## src/rtl/frame_buffer_arbiter.sv

```systemverilog
// frame_buffer_arbiter: shares one single-port frame-buffer RAM between
// the VGA display prefetch and a small buffered pixel-write FIFO.
module frame_buffer_arbiter #(
  parameter int H_TOTAL    = 800,
  parameter int V_TOTAL    = 525,
  parameter int H_ACTIVE   = 640,
  parameter int V_ACTIVE   = 480,
  parameter int FIFO_DEPTH = 4
) (
  input  logic        CLK_IN,
  input  logic        RESET,
  input  logic [9:0]  xCoord,
  input  logic [9:0]  yCoord,
  output logic [7:0]  PIXEL_OUT,
  output logic [14:0] MEM_ADDR,
  output logic        MEM_WE,
  output logic [7:0]  MEM_DIN,
  input  logic [7:0]  MEM_DOUT,
  input  logic        WR_VALID,
  output logic        WR_READY,
  input  logic [14:0] WR_ADDR,
  input  logic [7:0]  WR_DATA,
  input  logic        VBLANK_ONLY,
  output logic        WR_ERR
);

  localparam int PW = $clog2(FIFO_DEPTH);
  localparam int CW = PW + 1;
  localparam logic [14:0] PIX_TOTAL = 15'd19200;

  logic [9:0]    xt;
  logic [9:0]    yt;
  logic          slot;
  logic          slot_d;
  logic [14:0]   row;
  logic [14:0]   col;
  logic [14:0]   slot_addr;

  logic [14:0]   fa [FIFO_DEPTH];
  logic [7:0]    fd [FIFO_DEPTH];
  logic [PW-1:0] wptr;
  logic [PW-1:0] rptr;
  logic [CW-1:0] count;
  logic [CW-1:0] cnt_nxt;
  logic          push;
  logic          pop;
  logic [14:0]   head_addr;
  logic          head_ok;

  // Position two pixels ahead; the last pair of a line targets the next line.
  always_comb begin
    xt = xCoord + 10'd2;
    yt = yCoord;
    if (xCoord == 10'(H_TOTAL - 2)) begin
      xt = '0;
      yt = (yCoord == 10'(V_TOTAL - 1)) ? '0 : yCoord + 10'd1;
    end
  end

  assign slot = (xCoord[1:0] == 2'b10)
             && (xt < 10'(H_ACTIVE))
             && (yt < 10'(V_ACTIVE));

  assign row       = 15'(yt[9:2]);
  assign col       = 15'(xt[9:2]);
  assign slot_addr = (row << 7) + (row << 5) + col;

  assign push      = WR_VALID && WR_READY && !RESET;
  assign head_addr = fa[rptr];
  assign head_ok   = head_addr < PIX_TOTAL;
  assign pop       = !RESET && !slot && (count != '0)
                  && (!VBLANK_ONLY || (yCoord >= 10'(V_ACTIVE)));

  // Occupancy after this edge; simultaneous push and pop cancel.
  always_comb begin
    cnt_nxt = count;
    if (push && !pop)
      cnt_nxt = count + CW'(1);
    else if (!push && pop)
      cnt_nxt = count - CW'(1);
  end

  // RAM port mux: display fetch first, then FIFO drain, else idle.
  always_comb begin
    MEM_ADDR = '0;
    MEM_WE   = 1'b0;
    MEM_DIN  = '0;
    if (slot) begin
      MEM_ADDR = slot_addr;
    end else if (pop && head_ok) begin
      MEM_ADDR = head_addr;
      MEM_DIN  = fd[rptr];
      MEM_WE   = 1'b1;
    end
  end

  // FIFO pointers, occupancy and registered ready.
  always_ff @(posedge CLK_IN) begin
    if (RESET) begin
      wptr     <= '0;
      rptr     <= '0;
      count    <= '0;
      WR_READY <= 1'b0;
    end else begin
      if (push) wptr <= wptr + PW'(1);
      if (pop)  rptr <= rptr + PW'(1);
      count    <= cnt_nxt;
      WR_READY <= cnt_nxt < CW'(FIFO_DEPTH);
    end
  end

  // FIFO storage.
  always_ff @(posedge CLK_IN) begin
    if (push) begin
      fa[wptr] <= WR_ADDR;
      fd[wptr] <= WR_DATA;
    end
  end

  // Display pipeline, pixel latch and sticky bad-address flag.
  always_ff @(posedge CLK_IN) begin
    if (RESET) begin
      slot_d    <= 1'b0;
      PIXEL_OUT <= '0;
      WR_ERR    <= 1'b0;
    end else begin
      slot_d <= slot;
      if (xCoord[1:0] == 2'b11)
        PIXEL_OUT <= slot_d ? MEM_DOUT : '0;
      if (pop && !head_ok)
        WR_ERR <= 1'b1;
    end
  end

endmodule

```

## config.mk

```make
export PLATFORM = sky130hd
export DESIGN_NAME = frame_buffer_arbiter
export DESIGN_NICKNAME = d
export VERILOG_FILES = /design/src/rtl/frame_buffer_arbiter.sv
export SDC_FILE = /design/constraint.sdc
export NUM_CORES = 1
export LEC_CHECK = 0
export CAP_MARGIN = 20
export CORE_MARGIN = 2
export CORE_UTILIZATION = 54
export DETAILED_ROUTE_END_ITERATION = 7
export GPL_TIMING_DRIVEN = 0
export HOLD_SLACK_MARGIN = 0.06
export PLACE_DENSITY = 0.84
export SYNTH_ARGS = -nofsm -noshare
export SYNTH_HDL_FRONTEND = slang
export SYNTH_SLANG_ARGS = --single-unit
export TNS_END_PERCENT = 5
```

## constraint.sdc

```tcl
create_clock -name CLK_IN -period 5.6 [get_ports CLK_IN]
set_input_delay 0.84 -clock CLK_IN [delete_from_list [all_inputs] [get_ports CLK_IN]]
set_output_delay 0.84 -clock CLK_IN [all_outputs]
set_load 0.05 [all_outputs]
```

# Word level (Yosys, flattened, before mapping)
# Memories as Yosys holds them, arrays and structs flattened. A register that Yosys moved wholly into a read port is not among the register bits.
# Index checks and enable logic that the tools add are counted.
dict set report classes {
  addsub 8
  n_lt_le_gt_ge 5
  eq_ne 4
  mux 18
  reduce_logical 19
}
# cell n
set op_table {}
lappend op_table {{$mux 10} 3}
lappend op_table {{$mux 15} 2}
lappend op_table {{$mux 8} 3}
lappend op_table {{$eq 10x10->1 const B} 2}
lappend op_table {{$add 15x13->15} 1}
lappend op_table {{$add 15x8->15} 1}
lappend op_table {{$lt 15x15->1 const B} 1}
lappend op_table {{$logic_and 1x1->1} 11}
lappend op_table {{$add 10x1->10 const B} 1}
lappend op_table {{$add 10x2->10 const B} 1}
lappend op_table {{$ge 10x9->1 const B} 1}
lappend op_table {{$lt 10x10->1 const B} 1}
lappend op_table {{$lt 10x9->1 const B} 1}
lappend op_table {{$mux 2} 4}
lappend op_table {{$logic_not 1->1} 6}
lappend op_table {{$mux 3} 2}
lappend op_table {{$add 2x1->2 const B} 2}
lappend op_table {{$eq 2x2->1 const B} 2}
lappend op_table {{$mux 1} 4}
lappend op_table {{$add 3x1->3 const B} 1}
lappend op_table {{$lt 3x3->1 const B} 1}
lappend op_table {{$reduce_bool 3->1} 1}
lappend op_table {{$sub 3x1->3 const B} 1}
lappend op_table {{$logic_or 1x1->1} 1}
dict set report word_totals {
  register_bits 18
  mem_bits_rw 92
  inputBits 55
  out_inout_bits 34
  word_cells 63
  mem_count 2
}
# memory words word_bits read_ports rd_clocked_by_memory_dff write_ports line
set mem_list {}
lappend mem_list {fa 4 15 1 1 1 39} ;# logic [14:0] fa [FIFO_DEPTH];
lappend mem_list {fd 4 8 1 1 1 40} ;# logic [7:0] fd [FIFO_DEPTH];

# Longest topological paths before layout
dict set report logic_depth {
  ltp_word 13
  ltp_mapped 15
  ltp_nobuf 15
}

# Worst setup path before layout
# No wires, ideal clock.
dict set report synth_timing {
  path_type {input port to output port}
  startpoint {input port xCoord[0]}
  endpoint {output port MEM_ADDR[12]}
  arrival_time_ns 4.793
  slack_ns -0.033
  cell_stages 13
  path_buffers 1
  cell_sequence {or4b_4 > or3_1 > buf_2 > or3_1 > a21oi_1 > ha_1 > ha_1 > fa_1 > a21o_1 > a21oi_1 > o21ai_0 > o211a_1 > o41ai_2}
}
dict set report synth_via {
  elab_chain_cells 12
  word_cells_on_any_way 18
  classes_between {add/sub (3); order compare (2); eq/ne (2); mux (4); reduce/logical (7)}
}
# item line
set synth_lines {}
lappend synth_lines {{start: declaration} 12} ;# input logic [9:0] xCoord,
lappend synth_lines {{$add 10x2->10 / $eq 10x10->1 (equally long branches)} {52, 54}}
lappend synth_lines {{$mux 10} 54} ;# if (xCoord == 10'(H_TOTAL - 2)) begin
lappend synth_lines {{$lt 10x10->1} 61} ;# && (xt < 10'(H_ACTIVE))
lappend synth_lines {{$logic_and 1x1->1} 61}
lappend synth_lines {{$logic_and 1x1->1} 62} ;# && (yt < 10'(V_ACTIVE));
lappend synth_lines {{$logic_not 1->1} 71} ;# assign pop = !RESET && !slot && (count != '0)
lappend synth_lines {{$logic_and 1x1->1 (2 in a row)} 71}
lappend synth_lines {{$logic_and 1x1->1} 72} ;# && (!VBLANK_ONLY || (yCoord >= 10'(V_ACTIVE)));
lappend synth_lines {{$logic_and 1x1->1} 90} ;# end else if (pop && head_ok) begin
lappend synth_lines {{$mux 15} 90}
lappend synth_lines {{$mux 15 (*)} 88} ;# if (slot) begin
lappend synth_lines {{end: declaration} 15} ;# output logic [14:0] MEM_ADDR,
# Every way passes the cells marked *; elsewhere a longest branch is shown, timed or not.

# Final worst setup path
dict set report layout_timing {
  startpoint {input port xCoord[5]}
  endpoint {output port MEM_ADDR[13]}
}
# Same word-level chain as after synthesis.

==> metrics.txt <==
Synth Warn #=0; adder-cell area share of the yosys netlist=0.0639; ratio of cells with drive above 1 in the final layout=0.177; Yosys cell types=58; Vias=3715; crit share post-route=0.984; WS Path Type=in2out; Layout Nets=603; H-tree depth=3; dpl cell area=6660 um2; Clk Latency, worst-skew pair=0.36 ns; Synth Cell Area=5530 um2; PortBufs=88; leakage=2.47 nW; Fill cells=662; maxcap violations=0; post-route ant nets=0; Mapped Cells=409; GR Util All Layers=0.220; Peak VDD IR=0.241 mV; worst slew pin tran=0.846 ns; sequential share of the synthesized area=0.572; clk_skew=0.0171 ns; final RePlAce weighted congestion=0.905; Wirelength per Cell=18.2 um; CTS Buf Count=9; Worst setup EP type=output port; post-synthesis net count=491; I/O Pins=89; maximum fanout along the worst path=5; flip-flop and latch count after synthesis=112; 1st-pass router iterations=5; final setup fails=0; count of clock tree sinks=112; CTS root buf=clkbuf_8; die area=11100 um2; Final min period=5.51 ns; chip height=105 um; top_reg_cell synth=edfxtp_1; Non-Filler Instances=659; Synth top cells by count=edfxtp_1 (92), nand2_1 (41), nor2_1 (27), ha_1 (25), mux4_2 (23); GRT Residual Overflow=0; Synth area leaders=edfxtp_1 (50%), mux4_2 (9.4%), dfxtp_1 (7.2%), ha_1 (5.7%), nand2_1 (2.8%); Via density=5.64; post-synthesis mux area share=0.115; Die Span X=105 um; final hold vios=0; Synth Area in XOR/XNOR=0.0301; first-pass GRT wire length=19.0 mm; Row Count=36; status=finished, final reports clean; DP Wirelength=8.69 mm; CP Data Required Time=4.76 ns; Synth Area in Simple Gates=0.114; Clock Tree Buf Depth=2; Yosys top cell by area=edfxtp_1; largest family of logic cells by synthesized area=multiplexers; fmax=181 MHz; Initial Utilization=0.560; final cell area excluding filler cells=6990 um2; Hold WC Path Type=reg2reg; Mean Syn Cell Area=13.5 um2; vias in the first global route=3818; post-placement cell count=634; Relative slew margins=0.436; most common cell in the synthesized netlist=edfxtp_1; largest net degree at the start of global routing=22; Async SR Flop Fraction=0; EDFF count, synth=92; PD cells=240 nW/um2; top cell type's share of synthesized area=0.500; CTS tree=yes; area delta synth->final=26.5%; Initial DRC Count=192; Synth Area in Compound Gates=0.0729; initial antenna violation count=0; max-slew violation count=0; clk slew on worst S/H paths=0.11 ns; Remaining DRCs=0; cts hold-fix bufs=0; startpoint types=input pin; # diodes=0; Routed Wire Length=12.0 mm; WP data arrival=4.67 ns; Core ar.=9860 um2
==> through the flow <==
| stage | hold WS (ns) | setup TNS (ns) | utilization | power (mW) | worst slack, ns |
|---|---|---|---|---|---|
| 4_1_cts | 0.459 | -0.0464 | 0.698 | 1.67 | -0.0464 |
| 3_5_place_dp | 0.443 | -6.06 | 0.675 | 1.22 | -1.09 |
| 5_1_grt | 0.504 | -0.0833 | 0.709 | 1.74 | -0.0404 |
| 6_report | 0.458 | 0 | 0.709 | 1.68 | 0.0903 |
| 2_1_floorplan | 0.475 | 0 | - | 1.11 | 0.0875 |
| 3_3_place_gp | 0.440 | -5.45 | 0.667 | 1.21 | -1.00 |
==> cell type report <==
cell class | instances | area (um2) | share of cell area
Multi-Input combinational cell | 259 | 2280 | 0.326
Inverter | 22 | 82.6 | 0.0118
Buffer | 16 | 93.8 | 0.0134
Timing Repair Buffer | 101 | 1000 | 0.144
Clock inverter | 7 | 75.1 | 0.0107
Tap cell | 133 | 166 | 0.0238
Clock buffer | 9 | 124 | 0.0177
Sequential cell | 112 | 3160 | 0.453
==> metal layers <==
| layer | vias up | GRT usage | wire length (um) |
|---|---|---|---|
| met5 | - | 0 | 0 |
| met4 | 0 | 0.0571 | 112 |
| met3 | 10 | 0.0493 | 685 |
| met2 | 116 | 0.384 | 6300 |
| met1 | 1822 | 0.277 | 4930 |
| li1 | 1767 | - | - |
==> layout by cell type, fill, tap and decap left out, types with 3 or more instances in the layout <==
cell type,netlist,final
nand2_1,41,41
buf_6,2,3
inv_1,22,21
a21oi_1,18,15
a211oi_1,4,3
dfxtp_1,20,20
mux4_2,23,23
nor2_1,27,26
buf_2,4,5
dlygate4sd2_1,0,3
nand4_1,3,3
clkbuf_1,6,6
nor4b_1,3,3
edfxtp_1,92,92
dlymetal6s2s_1,0,6
buf_4,3,15
a21oi_2,0,3
clkbuf_2,0,3
mux2i_1,12,12
clkbuf_8,0,9
o211ai_1,3,3
nor3_1,5,4
xor2_1,7,7
ha_1,25,23
nand3_1,16,15
and2_1,8,8
o21ai_0,6,5
buf_8,0,3
xnor2_1,12,12
clkdlybuf4s50_1,0,70
==> critical path, stage by stage <==
cell,delay [ns]
buf_2,0.14
or4b_4,0.59
nor3_4,0.26
nand3_2,0.12
xor2_1,0.16
nor2_1,0.18
inv_1,0.09
fa_1,0.57
inv_2,0.06
ha_4,0.23
a21oi_2,0.14
nor2b_2,0.06
o31a_1,0.30
o41ai_2,0.34
xor2_1,0.13
mux2i_1,0.20
buf_4,0.23
==> kinds of logic (layout without fill, tap and decap cells) <==
logic type,count (synthesis),count (layout)
and+or+nand+nor,123,123
adders and majority gates,27,27
DFF,112,112
xor gates and xnor gates,19,19
buffers and inverters,38,155
muxes,35,35
AOI/OAI and AO/OA,55,55
==> flip-flops by register name, indices dropped and copies added, names as in the netlist, named ones only <==
register   cells
fa            60
count          2
PIXEL_OUT      8
WR_READY       1
wptr           2
fd            32
slot_d         1
WR_ERR         1
rptr           2
==> worst paths after layout <==
kind | start | to | slack (ns) | cells past startpoint
max | xCoord[5] | MEM_ADDR[13] | 0.09 | 17
min | PIXEL_OUT[4]$_SDFFE_PP0N_ | PIXEL_OUT[4]$_SDFFE_PP0N_ | 0.46 | 2
max reg2reg | count[0]$_SDFFE_PP0P_ | flop | 2.93 | 12
min reg2reg | PIXEL_OUT[4]$_SDFFE_PP0N_ | PIXEL_OUT[4]$_SDFFE_PP0N_ | 0.46 | 2
==> power by group <==
group,internal (mW),switching (mW)
combinational,0.132,0.164
sequential,0.915,0.00550
clock,0.175,0.285
total,1.22,0.455
==> what timing repair did <==
item                                    in CTS  in global routing
setup buffers                                2                  7
endpoints found under the setup margin       8                  8
gates resized for setup                     43                 26
endpoints found under the hold margin        0                  0
pin swaps                                    5                 14
Power figures use the tool's default switching activity.
